<file path="src/rtl/risc_ctrl_seq_pkg.sv">
// risc_ctrl_seq_pkg: opcodes, FSM states, phase names and counter sizing for the sequenced control decoder
package ctrl_pkg;
    localparam logic [7:0] OP_HLT = 8'd0, OP_SKZ = 8'd1, OP_ADD = 8'd2, OP_AND = 8'd3;
    localparam logic [7:0] OP_XOR = 8'd4, OP_LDA = 8'd5, OP_STO = 8'd6, OP_JMP = 8'd7;
    localparam logic [7:0] OP_ILL = 8'd8;
    typedef enum logic {ST_RUN, ST_HALT} state_t;
    localparam logic [2:0] P_FETCH0 = 3'd0, P_FETCH1 = 3'd1, P_FETCH2 = 3'd2, P_FETCH3 = 3'd3;
    localparam logic [2:0] P_DECODE4 = 3'd4, P_EXEC5 = 3'd5, P_EXEC6 = 3'd6, P_EXEC7 = 3'd7;
    // the counter only ever holds 0..limit-1 before it traps
    function automatic int wait_w(input int limit);
        return (limit < 2) ? 1 : $clog2(limit);
    endfunction
endpackage

</file>
<file path="src/rtl/risc_ctrl_seq_if.sv">
// risc_ctrl_seq_if: IR/flag/memory inputs and datapath strobes; step exists only with RISC_CTRL_SINGLE_STEP_EN
interface risc_ctrl_seq_if #(parameter int OPC_W = 3) ();
    logic [OPC_W-1:0] opcode;
    logic zero, mem_ready, resume;
`ifdef RISC_CTRL_SINGLE_STEP_EN
    logic step;
`endif
    logic [2:0] phase;
    logic sel, rd, ld_ir, inc_pc, halt, ld_pc, data_e, ld_ac, wr, illegal, timeout;
    modport master (
        output opcode, zero, mem_ready, resume,
`ifdef RISC_CTRL_SINGLE_STEP_EN
        output step,
`endif
        input phase, sel, rd, ld_ir, inc_pc, halt, ld_pc, data_e, ld_ac, wr, illegal, timeout
    );
    modport slave (
        input opcode, zero, mem_ready, resume,
`ifdef RISC_CTRL_SINGLE_STEP_EN
        input step,
`endif
        output phase, sel, rd, ld_ir, inc_pc, halt, ld_pc, data_e, ld_ac, wr, illegal, timeout
    );
endinterface

</file>
<file path="src/rtl/risc_ctrl_seq_wait_timer.sv">
// ctrl_wait_timer: counts consecutive stall cycles and flags the one that reaches WAIT_LIMIT
module ctrl_wait_timer
    import ctrl_pkg::*;
#(
    parameter int WAIT_LIMIT = 15
) (
    input  logic clk,
    input  logic rst,
    input  logic stall,
    input  logic advance,
    output logic expire
);
    localparam int W = wait_w(WAIT_LIMIT);
    logic [W-1:0] wait_cnt;
    assign expire = (WAIT_LIMIT != 0) && stall && (wait_cnt == W'(WAIT_LIMIT - 1));
    // restart on every advance and after a trap so the next access gets a full budget
    always_ff @(posedge clk or posedge rst)
        if (rst) wait_cnt <= '0;
        else if (advance || expire) wait_cnt <= '0;
        else if (stall) wait_cnt <= wait_cnt + 1'b1;
endmodule

</file>
<file path="src/rtl/risc_ctrl_seq.sv">
// risc_ctrl_seq: 8-phase accumulator-CPU sequencer with wait states, HALT/resume, traps; optional RISC_CTRL_SINGLE_STEP_EN
module risc_ctrl_seq
    import ctrl_pkg::*;
#(
    parameter int OPC_W        = 3,
    parameter int WAIT_LIMIT   = 15,
    parameter int RESET_HALTED = 0
) (
    input logic clk,
    input logic rst,
    risc_ctrl_seq_if.slave bus
);
    state_t state, state_n;
    logic [2:0] ph, ph_n;
    logic ill_q, ill_n, to_q, to_n, stepping, stepping_n;
    logic [OPC_W-1:0] opc;
    logic [7:0] opx;
    logic h, a, z, j, s, ill, run, mem, stall, expire, step_in;
    assign opc = bus.opcode;
    assign opx = 8'(opc);
    assign h   = opx == OP_HLT;
    assign a   = opx >= OP_ADD && opx <= OP_LDA;
    assign z   = opx == OP_SKZ && bus.zero;
    assign j   = opx == OP_JMP;
    assign s   = opx == OP_STO;
    assign ill = opx >= OP_ILL;
`ifdef RISC_CTRL_SINGLE_STEP_EN
    assign step_in = bus.step;
`else
    assign step_in = 1'b0;
`endif
    assign run   = state == ST_RUN;
    assign mem   = (ph >= P_FETCH1 && ph <= P_FETCH3) || (a && ph >= P_EXEC5) || (s && ph == P_EXEC7);
    assign stall = run && mem && !bus.mem_ready;
    ctrl_wait_timer #(.WAIT_LIMIT(WAIT_LIMIT)) u_timer (
        .clk(clk), .rst(rst), .stall(stall), .advance(!stall), .expire(expire)
    );
    assign bus.phase   = ph;
    assign bus.illegal = ill_q;
    assign bus.timeout = to_q;
    assign bus.sel     = run && ph <= P_FETCH3;
    assign bus.rd      = run && ((ph >= P_FETCH1 && ph <= P_FETCH3) || (a && ph >= P_EXEC5));
    assign bus.ld_ir   = run && !stall && (ph == P_FETCH2 || ph == P_FETCH3);
    assign bus.inc_pc  = run && !stall && (ph == P_DECODE4 || (z && ph == P_EXEC6));
    assign bus.halt    = !run || (ph == P_DECODE4 && (h || ill));
    assign bus.ld_pc   = run && !stall && j && ph >= P_EXEC6;
    assign bus.data_e  = run && s && ph >= P_EXEC6;
    assign bus.ld_ac   = run && !stall && a && ph == P_EXEC7;
    assign bus.wr      = run && s && ph == P_EXEC7;
    // sequencer state, phase and sticky trap flags
    always_ff @(posedge clk or posedge rst)
        if (rst) begin
            state    <= (RESET_HALTED != 0) ? ST_HALT : ST_RUN;
            ph       <= P_FETCH0;
            ill_q    <= 1'b0;
            to_q     <= 1'b0;
            stepping <= 1'b0;
        end else begin
            state    <= state_n;
            ph       <= ph_n;
            ill_q    <= ill_n;
            to_q     <= to_n;
            stepping <= stepping_n;
        end
    // resume beats step in HALT; in RUN a timeout, then the p4 halt, then a normal advance
    always_comb begin
        state_n    = state;
        ph_n       = ph;
        ill_n      = ill_q;
        to_n       = to_q;
        stepping_n = stepping;
        if (!run) begin
            if (bus.resume) begin
                state_n    = ST_RUN;
                ill_n      = 1'b0;
                to_n       = 1'b0;
                stepping_n = 1'b0;
            end else if (step_in) begin
                state_n    = ST_RUN;
                stepping_n = 1'b1;
            end
        end else if (expire) begin
            state_n    = ST_HALT;
            ph_n       = P_FETCH0;
            to_n       = 1'b1;
            stepping_n = 1'b0;
        end else if (ph == P_DECODE4 && (h || ill)) begin
            state_n    = ST_HALT;
            ph_n       = P_FETCH0;
            ill_n      = ill_q || ill;
            stepping_n = 1'b0;
        end else if (!stall) begin
            ph_n = ph + 3'd1;
            if (stepping && ph == P_EXEC7) begin
                state_n    = ST_HALT;
                stepping_n = 1'b0;
            end
        end
    end
endmodule
</file>
<file path="src/flat_wrapper.sv">
// flat-port wrapper written by rule: the top's interface ports become plain ports
module risc_ctrl_seq_flat import ctrl_pkg::*;
#(
    parameter int OPC_W        = 3,
    parameter int WAIT_LIMIT   = 15,
    parameter int RESET_HALTED = 0
)
  (clk, rst, bus_opcode, bus_zero, bus_mem_ready, bus_resume, bus_phase, bus_sel, bus_rd, bus_ld_ir, bus_inc_pc, bus_halt, bus_ld_pc, bus_data_e, bus_ld_ac, bus_wr, bus_illegal, bus_timeout);
  risc_ctrl_seq_if #(.OPC_W(OPC_W)) bus_i ();
  input logic clk;
  input logic rst;
  input wire logic [$bits(bus_i.opcode)-1:0] bus_opcode;
  input wire logic [$bits(bus_i.zero)-1:0] bus_zero;
  input wire logic [$bits(bus_i.mem_ready)-1:0] bus_mem_ready;
  input wire logic [$bits(bus_i.resume)-1:0] bus_resume;
  output wire logic [$bits(bus_i.phase)-1:0] bus_phase;
  output wire logic [$bits(bus_i.sel)-1:0] bus_sel;
  output wire logic [$bits(bus_i.rd)-1:0] bus_rd;
  output wire logic [$bits(bus_i.ld_ir)-1:0] bus_ld_ir;
  output wire logic [$bits(bus_i.inc_pc)-1:0] bus_inc_pc;
  output wire logic [$bits(bus_i.halt)-1:0] bus_halt;
  output wire logic [$bits(bus_i.ld_pc)-1:0] bus_ld_pc;
  output wire logic [$bits(bus_i.data_e)-1:0] bus_data_e;
  output wire logic [$bits(bus_i.ld_ac)-1:0] bus_ld_ac;
  output wire logic [$bits(bus_i.wr)-1:0] bus_wr;
  output wire logic [$bits(bus_i.illegal)-1:0] bus_illegal;
  output wire logic [$bits(bus_i.timeout)-1:0] bus_timeout;
  assign bus_i.opcode = bus_opcode;
  assign bus_i.zero = bus_zero;
  assign bus_i.mem_ready = bus_mem_ready;
  assign bus_i.resume = bus_resume;
  assign bus_phase = bus_i.phase;
  assign bus_sel = bus_i.sel;
  assign bus_rd = bus_i.rd;
  assign bus_ld_ir = bus_i.ld_ir;
  assign bus_inc_pc = bus_i.inc_pc;
  assign bus_halt = bus_i.halt;
  assign bus_ld_pc = bus_i.ld_pc;
  assign bus_data_e = bus_i.data_e;
  assign bus_ld_ac = bus_i.ld_ac;
  assign bus_wr = bus_i.wr;
  assign bus_illegal = bus_i.illegal;
  assign bus_timeout = bus_i.timeout;
  risc_ctrl_seq #(.OPC_W(OPC_W), .WAIT_LIMIT(WAIT_LIMIT), .RESET_HALTED(RESET_HALTED)) u_core (.clk(clk), .rst(rst), .bus(bus_i));
endmodule
</file>
<file path="config.mk">
export PLATFORM = sky130hd
export DESIGN_NAME = risc_ctrl_seq_flat
export DESIGN_NICKNAME = d
export VERILOG_FILES = /design/src/rtl/risc_ctrl_seq_pkg.sv /design/src/rtl/risc_ctrl_seq_if.sv /design/src/rtl/risc_ctrl_seq_wait_timer.sv /design/src/rtl/risc_ctrl_seq.sv /design/src/flat_wrapper.sv
export SDC_FILE = /design/constraint.sdc
export NUM_CORES = 1
export LEC_CHECK = 0
export BUFFER_PORTS_ARGS = -buffer_cell sky130_fd_sc_hd__buf_2
export CORE_MARGIN = 3
export CORE_UTILIZATION = 43
export CTS_CLUSTER_DIAMETER = 150
export DETAILED_ROUTE_END_ITERATION = 10
export MAX_ROUTING_LAYER = met4
export PLACE_DENSITY_LB_ADDON = 0.2
export SYNTH_ARGS = -nofsm -noshare
export SYNTH_HDL_FRONTEND = slang
export SYNTH_SLANG_ARGS = --single-unit
</file>
<file path="constraint.sdc">
create_clock -name clk -period 1.9 [get_ports clk]
set_input_delay 0.19 -clock clk [delete_from_list [all_inputs] [get_ports clk]]
set_output_delay 0.19 -clock clk [all_outputs]
set_load 0.02 [all_outputs]
</file>
# Yosys cells after proc, flatten, opt, wreduce, memory -nomap -nowiden
# Index checks and enable logic that the tools add are counted.
[op_classes] div_mod_pow=0 magnitude_cmp=7 multipliers=0 n_reduce_logical=42 add_sub_neg=2 shifts=0 muxes=22 n_eq_ne=13 n_bitwise=1
[ops] op="1-bit logical AND" count=23
[ops] op="1-bit 2-to-1 mux" count=17
[ops] op="3-bit equality test, second input constant" count=5
[ops] op="3-bit 2-to-1 mux" count=3
[ops] op="8-bit zero test" count=1
[ops] op="1-bit logical OR" count=8
[ops] op="4-bit 2-to-1 mux" count=2
[ops] op="3-bit by 2-bit equality test with 1-bit output, second input constant" count=2
[ops] op="3-bit greater-or-equal comparator, second input constant" count=2
[ops] op="3-bit AND reduction" count=2
[ops] op="2-bit nonzero test" count=3
[ops] op="4-bit by 1-bit adder with 4-bit output, second input constant" count=1
[ops] op="4-bit equality test, second input constant" count=1
[ops] op="3-bit by 4-bit greater-or-equal comparator with 1-bit output, second input constant" count=1
[ops] op="4-bit by 3-bit inequality test with 1-bit output, second input constant" count=1
[ops] op="2-bit AND reduction" count=2
[ops] op="4-bit nonzero test" count=1
[ops] op="3-bit by 1-bit adder with 3-bit output, second input constant" count=1
[ops] op="3-bit by 1-bit equality test with 1-bit output, second input constant" count=1
[ops] op="3-bit by 1-bit greater-or-equal comparator with 1-bit output, second input constant" count=1
[ops] op="3-bit by 2-bit greater-or-equal comparator with 1-bit output, second input constant" count=1
[ops] op="3-bit by 2-bit <= comparator with 1-bit output, second input constant" count=1
[ops] op="3-bit <= comparator, second input constant" count=1
[ops] op="3-bit inequality test, second input constant" count=1
[ops] op="4 further kinds" count=5
[word_totals] input_bits=8 mem_bits_ro=0 latch_bits=0 output_inout_bits=14 memories=0 word_cells=93 register_bits=11 ram_bits=0

# Longest topological paths before layout
# Gate-level depths: netlist (run 1).
[logic_depth] word_depth=11 depth_mapped=8 depth_no_buf=8

# Hierarchy
# Synthesis (run 1) repeated with hierarchy kept, for this count alone.
[hier_totals] cells_unflattened=84 area_unflattened_um2=745.7
[modules_own_cells] module="risc_ctrl_seq" cells_per_inst=64 n_inst=1 area_each_um2=529.3 seq_area_each_um2=125.1
[modules_own_cells] module="ctrl_wait_timer" cells_per_inst=20 n_inst=1 area_each_um2=216.5 seq_area_each_um2=100.1

# Worst setup path after synthesis (run 1)
# No wires, ideal clock.
[synth_timing] kind="register to output" startpoint="register u_core.ph[0], in the netlist u_core.bus.phase[0]" endpoint="output port bus_ld_ir" t_arrival_ps=2281 slack_ps=-571 t_required_ps=1710 stages_incl_launch_ff=7 path_buffers=0 cell_sequence="dfrtp_1 ha_1 ha_1 o21ba_2 a2bb2oi_2 o21ba_4 nor4_1"
[synth_between] elab_chain_cells=9 elab_cells_between_ends=17 cone_classes="order compare: 3; eq/ne: 3; reduce/logical: 11"
[synth_lines] item="start, declared" line_no="risc_ctrl_seq.sv:14" text="logic [2:0] ph, ph_n;"
[synth_lines] item="start signal, assigned" line_no="risc_ctrl_seq.sv:60" text="ph <= ph_n;"
[synth_lines] item="3-bit by 1-bit greater-or-equal comparator with 1-bit output (tied with other cells)" line_no="risc_ctrl_seq.sv:33" text="assign mem = (ph >= P_FETCH1 && ph <= P_FETCH3) || (a && ph >= P_EXEC5) || (s && ph == P_EXEC7);"
[synth_lines] item="1-bit logical AND" line_no="risc_ctrl_seq.sv:33"
[synth_lines] item="1-bit logical OR (2 in series)" line_no="risc_ctrl_seq.sv:33"
[synth_lines] item="1-bit logical AND (2 in series)" line_no="risc_ctrl_seq.sv:34" text="assign stall = run && mem && !bus.mem_ready;"
[synth_lines] item="1-bit zero test" line_no="risc_ctrl_seq.sv:43" text="assign bus.ld_ir = run && !stall && (ph == P_FETCH2 || ph == P_FETCH3);"
[synth_lines] item="1-bit logical AND" line_no="risc_ctrl_seq.sv:43"
[synth_lines] item="1-bit logical AND *" line_no="risc_ctrl_seq.sv:43"
[synth_lines] item="end, declared" line_no="flat_wrapper.sv:19" text="output wire logic [$bits(bus_i.ld_ir)-1:0] bus_ld_ir;"
# Every way passes the cells marked *; elsewhere a longest branch is shown, timed or not.

# Worst setup path in the final report (run 1)
[layout_timing] startpoint="register u_core.ph[1], in the netlist u_core.bus.phase[1]" endpoint="output port bus_ld_pc"
[layout_between] elab_chain_cells=10 elab_cells_between_ends=16 cone_classes="order compare: 4; eq/ne: 1; reduce/logical: 11"
[layout_lines] item="3-bit by 1-bit greater-or-equal comparator with 1-bit output (tied with other cells)" line_no="risc_ctrl_seq.sv:33"
[layout_lines] item="1-bit logical AND" line_no="risc_ctrl_seq.sv:33"
[layout_lines] item="1-bit logical OR (2 in series)" line_no="risc_ctrl_seq.sv:33"
[layout_lines] item="1-bit logical AND (2 in series)" line_no="risc_ctrl_seq.sv:34"
[layout_lines] item="1-bit zero test" line_no="risc_ctrl_seq.sv:46" text="assign bus.ld_pc = run && !stall && j && ph >= P_EXEC6;"
[layout_lines] item="1-bit logical AND (2 in series)" line_no="risc_ctrl_seq.sv:46"
[layout_lines] item="1-bit logical AND *" line_no="risc_ctrl_seq.sv:46"
[layout_lines] item="end, declared" line_no="flat_wrapper.sv:22" text="output wire logic [$bits(bus_i.ld_pc)-1:0] bus_ld_pc;"
# Marks and branches as above.

==> results of run 1 <==
what timing repair did:
action | 4_1_cts | 5_1_grt
hold buffers | 1 | 0
gates resized for setup | 9 | 8
endpoints found under the hold margin | 9 | 0
buffers inserted | 4 | 4
pin swaps | 1 | 3
setup endpoints to repair | 5 | 15
sequential cells by signal, summed over array words and instances, names as in the netlist:
register,count
u_core.bus.phase,3
u_core.bus.timeout,1
u_core.state,1
u_core.u_timer.wait_cnt,4
layer usage:
layer  vias to the layer above  track usage
met1                       299       0.2162
met3                         0      0.05976
met5                         -            -
met4                         0      0.05848
li1                        323            -
met2                        22       0.3531
where the power goes:
part,switching (uW),internal [uW]
logic,702,700
clock network,67.4,77.6
registers,87.3,259
worst min-delay path by stage:
stage | slack [ns] | cells after the start | endpoint | from
6_report | 0.11 | 2 | u_core.bus.timeout | bus_resume
4_1_cts | 0.11 | 2 | u_core.bus.timeout | bus_resume
5_1_grt | 0.11 | 2 | u_core.bus.timeout | bus_resume
3_3_place_gp | 0.15 | 2 | u_core.u_timer.wait_cnt[0] | rst
3_5_place_dp | 0.16 | 2 | u_core.u_timer.wait_cnt[1] | rst
2_1_floorplan | 0.02 | 1 | u_core.bus.timeout | rst
area by class of cell:
| type | instances | area share |
|---|---|---|
| clock buffer | 3 | 0.02048 |
| clock inverter | 1 | 0.004551 |
| inverter | 7 | 0.02389 |
| multi-input combinational | 51 | 0.4721 |
| sequential | 9 | 0.2082 |
| tap | 15 | 0.01706 |
| timing repair buffer | 40 | 0.2537 |
cells by family (layout without fill, tap and decap cells):
kind of cell,Yosys count,in the layout
fa+ha+maj,8,8
buf+inv,8,51
mux,1,1
xor+xnor,2,2
compound gates,14,14
simple gates,25,25
other cells,1,1
flops,9,9
stage by stage:
step           std cells  total power, uW  hold slack [ns]  area [um^2]  worst slack (ns)
2_1_floorplan         68             1143          0.01772        757.0          -0.05849
3_3_place_gp         113             1530           0.1542        950.9           0.02809
3_5_place_dp         113             1550           0.1596        950.9          -0.02446
4_1_cts              122             1814           0.1084         1049           -0.2608
5_1_grt              126             2026           0.1104         1100           -0.3122
6_report             126             1893           0.1146         1100           -0.2511
worst max-delay path, delay by kind of cell, from the launching register on:
| family | cells | cell delay, ns |
|---|---|---|
| flip-flops | 1 | 0.45 |
| adder cells (fa/ha/maj) | 2 | 0.34 |
| AO/OA/AOI/OAI | 3 | 0.58 |
| buffers and inverters | 1 | 0.14 |
| AND/OR/NAND/NOR | 1 | 0.19 |
synth_stat cells (all sizes together), types with 2 or more instances:
library cell	instances
dfrtp	9
ha	8
inv	7
nor2	7
a21oi	4
nor3	4
nand2	3
a2bb2oi	2
nand2b	2
nand3	2
nand4b	2
o21ai	2
o21ba	2
xnor2	2
==> results.sh, run 1 <==
export IMPL_ff2ff_setup_slack_ns=-0.03
export IMPL_yosysTopAreaCellShare=0.3416
export IMPL_worstPathArrival_ns=1.96
export IMPL_rsz0062_at_grt="true"
export IMPL_cp_slowest_stage_delay_ns=0.45
export IMPL_drive_gt1_frac=0.6126
export IMPL_async_reset_ff_frac=1.000
export IMPL_diodes=0
export IMPL_wl_met3_um=114
export IMPL_drt_total_wl_um=1796
export IMPL_synth_area_um2=659.4
export IMPL_nets=128
export IMPL_crit_path_end="bus_ld_pc"
export IMPL_crit_fanout=5
export IMPL_yosys_warnings=0
export IMPL_synthXorXnorAreaFrac=0.02657
export IMPL_path_clk_slew_ns=0.06
export IMPL_postSynthCellCount=68
export IMPL_dr_wl_met2_um=933
export IMPL_synth_simple_area_share=0.2144
export IMPL_synth_ff_type="dfrtp_1"
export IMPL_num_rows=13
export IMPL_htree_levels=1
export IMPL_m1WireLength_um=748
export IMPL_synth_top_family_by_area="simple AND/OR/NAND/NOR gates"
export IMPL_tns_ns=-0.9618
export IMPL_place_port_buffers=20
export IMPL_clk_insertion_delay_late_ns=0.26
export IMPL_synth_area_leaders="dfrtp_1, ha_1, inv_1, nor2_1, a31oi_4"
export IMPL_drv_slew=0
export IMPL_worstSetupPathType="flop to output pin"
export IMPL_final_common_cell="buf_4"
export IMPL_yosysTopAreaCell="dfrtp_1"
export IMPL_synth_cell_types=30
export IMPL_multi_input_area_um2=519.2
export IMPL_cts_root_buf="clkbuf_4"
export IMPL_clock_path_buffers=2
export IMPL_min_path_type="input port to flop"
export IMPL_synth_adder_area_share=0.1518
export IMPL_syn_num_nets=84
export IMPL_post_route_period_util=1.132
export IMPL_peakVddDrop_v=0.001297
export IMPL_num_io_pins=22
export IMPL_ys_ff_latch=9
export IMPL_cts_sinks=9
export IMPL_regArea_um2=229.0
export IMPL_power_density_nw_per_um2=1722
export IMPL_timing_final_ws_setup_ns=-0.2511
export IMPL_final_cell_mix="buf_4, buf_2, dfrtp_1"
export IMPL_die_h_um=45.16
export IMPL_critPathRequiredTime_ns=1.71
export IMPL_antenna_found_initial=0
export IMPL_synth_edff_count=0
export IMPL_path_cells="ha_4 -> ha_4 -> o21ba_4 -> a2bb2oi_4 -> o21ba_4 -> nor3b_4 -> buf_6"
export IMPL_dr_total_vias=644
export IMPL_highest_layer="met3"
export IMPL_gp_congestion=0.8786
export IMPL_fmax_ghz=0.4649
export IMPL_critPathLaunchType="flop"
export IMPL_grt_pass1_vias=669
export IMPL_synthMuxAreaShare=0.01518
export IMPL_start_util=0.4826
export IMPL_cts_buffers=3
export IMPL_syn_area_per_cell_um2=9.697
export IMPL_crit_start="u_core.bus.phase[1]"
export IMPL_skew_ns=0.0004897
export IMPL_drc_errors=0
export IMPL_leakagePower_uw=0.0005228
export IMPL_worstSetupEndpointType="output pin"
export IMPL_synth_seq_area_share=0.3416
export IMPL_gr_usage_all_layers=0.2012
export IMPL_fillerInstances=92
export IMPL_die_w_um=45.16
export IMPL_wire_per_inst_um=14.25
export IMPL_r2r_cells=8
export IMPL_post_route_util=0.8049
export IMPL_setup_viol=6
export IMPL_grt_max_degree=10
export IMPL_grt_remaining_overflow=0
export IMPL_reg2reg_to="u_core.bus.phase[2]"
export IMPL_die_area_um2=2039
export IMPL_violations="setup timing"
export IMPL_cts_tree="yes"
export IMPL_drt_first_pass_iters=4
export IMPL_timing_final_hold_violations=0
export IMPL_period_minus_slack_ns=2.151
export IMPL_slowest_stage="dfrtp_2"
export IMPL_vias_per_cell=5.111
export IMPL_grt_pass1_wl_um=2918
export IMPL_ant_nets=0
export IMPL_coreArea_um2=1366
export IMPL_reg2reg_from="u_core.bus.phase[1]"
export IMPL_status="finished, violations left"
export IMPL_syn_to_final_growth_pct=66.79
export IMPL_cap_viol_max_count=0
export IMPL_drt_initial_drc_count=9
export IMPL_synth_compound_area_frac=0.1935
export IMPL_place_hpwl_um=1372
Note: power is estimated with default switching activity, not from simulation.
==> run 2, diff against run 1 <==
--- a/config.mk
+++ b/config.mk
@@ -12,6 +12,8 @@
 export DETAILED_ROUTE_END_ITERATION = 10
 export MAX_ROUTING_LAYER = met4
 export PLACE_DENSITY_LB_ADDON = 0.2
+export SKIP_CTS_REPAIR_TIMING = 1
+export SLEW_MARGIN = 30
 export SYNTH_ARGS = -nofsm -noshare
 export SYNTH_HDL_FRONTEND = slang
 export SYNTH_SLANG_ARGS = --single-unit
==> run 2 against run 1 <==
Against the previous run:
- final area shrank 2.3%
- largest power group unchanged
- sequential cell count unchanged
- combinational power barely moved
- critical path type unchanged
- critical path depth unchanged
- worst setup slack worse by 0.011 ns
- clock-buffer cell count is the same
- register-to-register slack about the same
- the run still ends with setup timing left
- non-clock buffer count shrank 1
- final cell count fell by 0.79%
==> results.sh, run 2 (synthesized netlist as in run 1, its figures left out) <==
export IMPL_wire_per_inst_um=14.55
export IMPL_start_util=0.4826
export IMPL_die_area_um2=2039
export IMPL_p_sw_frac=0.4535
export IMPL_hold_worst_slack_ns=0.1132
export IMPL_drive_gt1_frac=0.5909
export IMPL_drc_errors=0
export IMPL_cts_root_buf="clkbuf_4"
export IMPL_drt_initial_drc_count=8
export IMPL_clk_insertion_delay_late_ns=0.26
export IMPL_timing_final_hold_violations=0
export IMPL_status="finished, violations left"
export IMPL_final_common_cell="buf_4"
export IMPL_leakagePower_uw=0.0005167
export IMPL_combPwrFrac=0.744
export IMPL_timing_final_ws_setup_ns=-0.2619
export IMPL_place_hpwl_um=1372
export IMPL_path_cells="ha_4 -> ha_4 -> o21ba_4 -> a2bb2oi_4 -> o21ba_4 -> nor3b_4 -> buf_6"
export IMPL_setup_viol=8
export IMPL_diodes=0
export IMPL_post_route_period_util=1.138
export IMPL_rsz0062_at_grt="true"
export IMPL_die_w_um=45.16
export IMPL_drv_slew=0
export IMPL_antenna_found_initial=0
export IMPL_worstPathArrival_ns=1.97
export IMPL_seqPwrFrac=0.180
export IMPL_grt_pass1_wl_um=2718
export IMPL_ant_nets=0
export IMPL_cp_slowest_stage_delay_ns=0.45
export IMPL_clock_path_buffers=2
export IMPL_critPathLaunchType="flop"
export IMPL_power_density_nw_per_um2=1764
export IMPL_place_port_buffers=20
export IMPL_pwr_share_clk=0.076
export IMPL_tns_ns=-0.9524
export IMPL_intPower_uw=1036
export IMPL_slowest_stage="dfrtp_2"
export IMPL_switchingPower_uw=860.0
export IMPL_min_path_type="input port to flop"
export IMPL_coreArea_um2=1366
export IMPL_dp_cells=113
export IMPL_cts_buffers=3
export IMPL_cts_tree="yes"
export IMPL_violations="setup timing"
export IMPL_critPathRequiredTime_ns=1.71
export IMPL_final_cells=125
export IMPL_syn_to_final_growth_pct=63.00
export IMPL_period_minus_slack_ns=2.162
export IMPL_gp_congestion=0.8786
export IMPL_fmax_ghz=0.4626
export IMPL_drt_first_pass_iters=4
export IMPL_grt_remaining_overflow=0
export IMPL_final_cell_mix="buf_4, buf_2, nor2_1, dfrtp_1"
export IMPL_nets=127
export IMPL_largest_register="u_core.u_timer.wait_cnt"
export IMPL_cts_sinks=9
export IMPL_cap_viol_max_count=0
export IMPL_gr_usage_all_layers=0.1875
export IMPL_drt_total_wl_um=1819
export IMPL_grt_max_degree=10
export IMPL_worstSetupPathType="flop to output pin"
export IMPL_path_clk_slew_ns=0.06
export IMPL_num_io_pins=22
export IMPL_peakVddDrop_v=0.001114
export IMPL_htree_levels=1
export IMPL_grt_pass1_vias=616
export IMPL_num_rows=13
export IMPL_vias_per_cell=5.232
export IMPL_skew_ns=0.0001736
export IMPL_dr_total_vias=654
export IMPL_crit_fanout=5
export IMPL_die_h_um=45.16
export IMPL_worstSetupEndpointType="output pin"
export IMPL_post_place_ws_ns=-0.02446
export IMPL_largest_reg_flops=4
run 2: cell count changes in the layout (fill, tap and decap cells not counted), sizes merged:
cell,delta
buf,-1
run 2: worst paths after layout:
kind	start	to	slack, ns	depth (start not counted)
max in group asynchronous	rst	u_core.bus.phase[1]	1.21	3
worst min register to register	u_core.u_timer.wait_cnt[0]	u_core.u_timer.wait_cnt[0]	0.50	1
worst max-delay path	u_core.bus.phase[1]	bus_ld_pc	-0.26	7
worst min-delay path	bus_resume	u_core.bus.timeout	0.11	2
min in group asynchronous	rst	u_core.u_timer.wait_cnt[1]	0.42	3
worst max register to register	u_core.bus.phase[1]	u_core.bus.phase[0]	-0.03	8
run 2: cell type report:
| type | instances | area (um^2) |
|---|---|---|
| Multi-Input combinational cell | 51 | 504.2 |
| Fill cell | 99 | 291.5 |
| Timing Repair Buffer | 39 | 269.0 |
| Sequential cell | 9 | 229.0 |
| Inverter | 7 | 26.28 |
| Clock buffer | 3 | 22.52 |
| Tap cell | 15 | 18.77 |
| Clock inverter | 1 | 5.005 |
run 2: routing by layer:
metal / track usage / up-vias / part of all wire / routed length, um
li1: - / 320 / - / -
met1: 0.2181 / 307 / 0.41 / 741
met2: 0.3220 / 25 / 0.52 / 939
met3: 0.05179 / 2 / 0.070 / 128
met4: 0.03509 / 0 / 0.0049 / 9
met5: - / - / 0 / 0
run 2: worst max-delay path, delay by kind of cell (launching register included):
family	cells	cell delay [ns]
AOI/OAI and AO/OA	3	0.58
adders and majority gates	2	0.34
buffers and inverters	1	0.14
DFF	1	0.45
and+or+nand+nor	1	0.21
run 2: through the flow:
step	utilization	cell area [um^2]	total power (uW)
finish	0.7866	1075	1896
global route	0.7866	1075	2036
CTS	0.7161	978.4	1706
detailed placement	0.6960	950.9	1550
global placement	0.6960	950.9	1530
floorplan	-	757.0	1143
run 2: power by group through the flow:
stage                     clock [uW]  sequential (uW)  combinational (uW)
after detailed placement           0              345                1200
final                            145              341                1410
after global routing             159              353                1520
after CTS                        152              342                1210
after global placement             0              342                1190
after floorplan                    0              404                 739
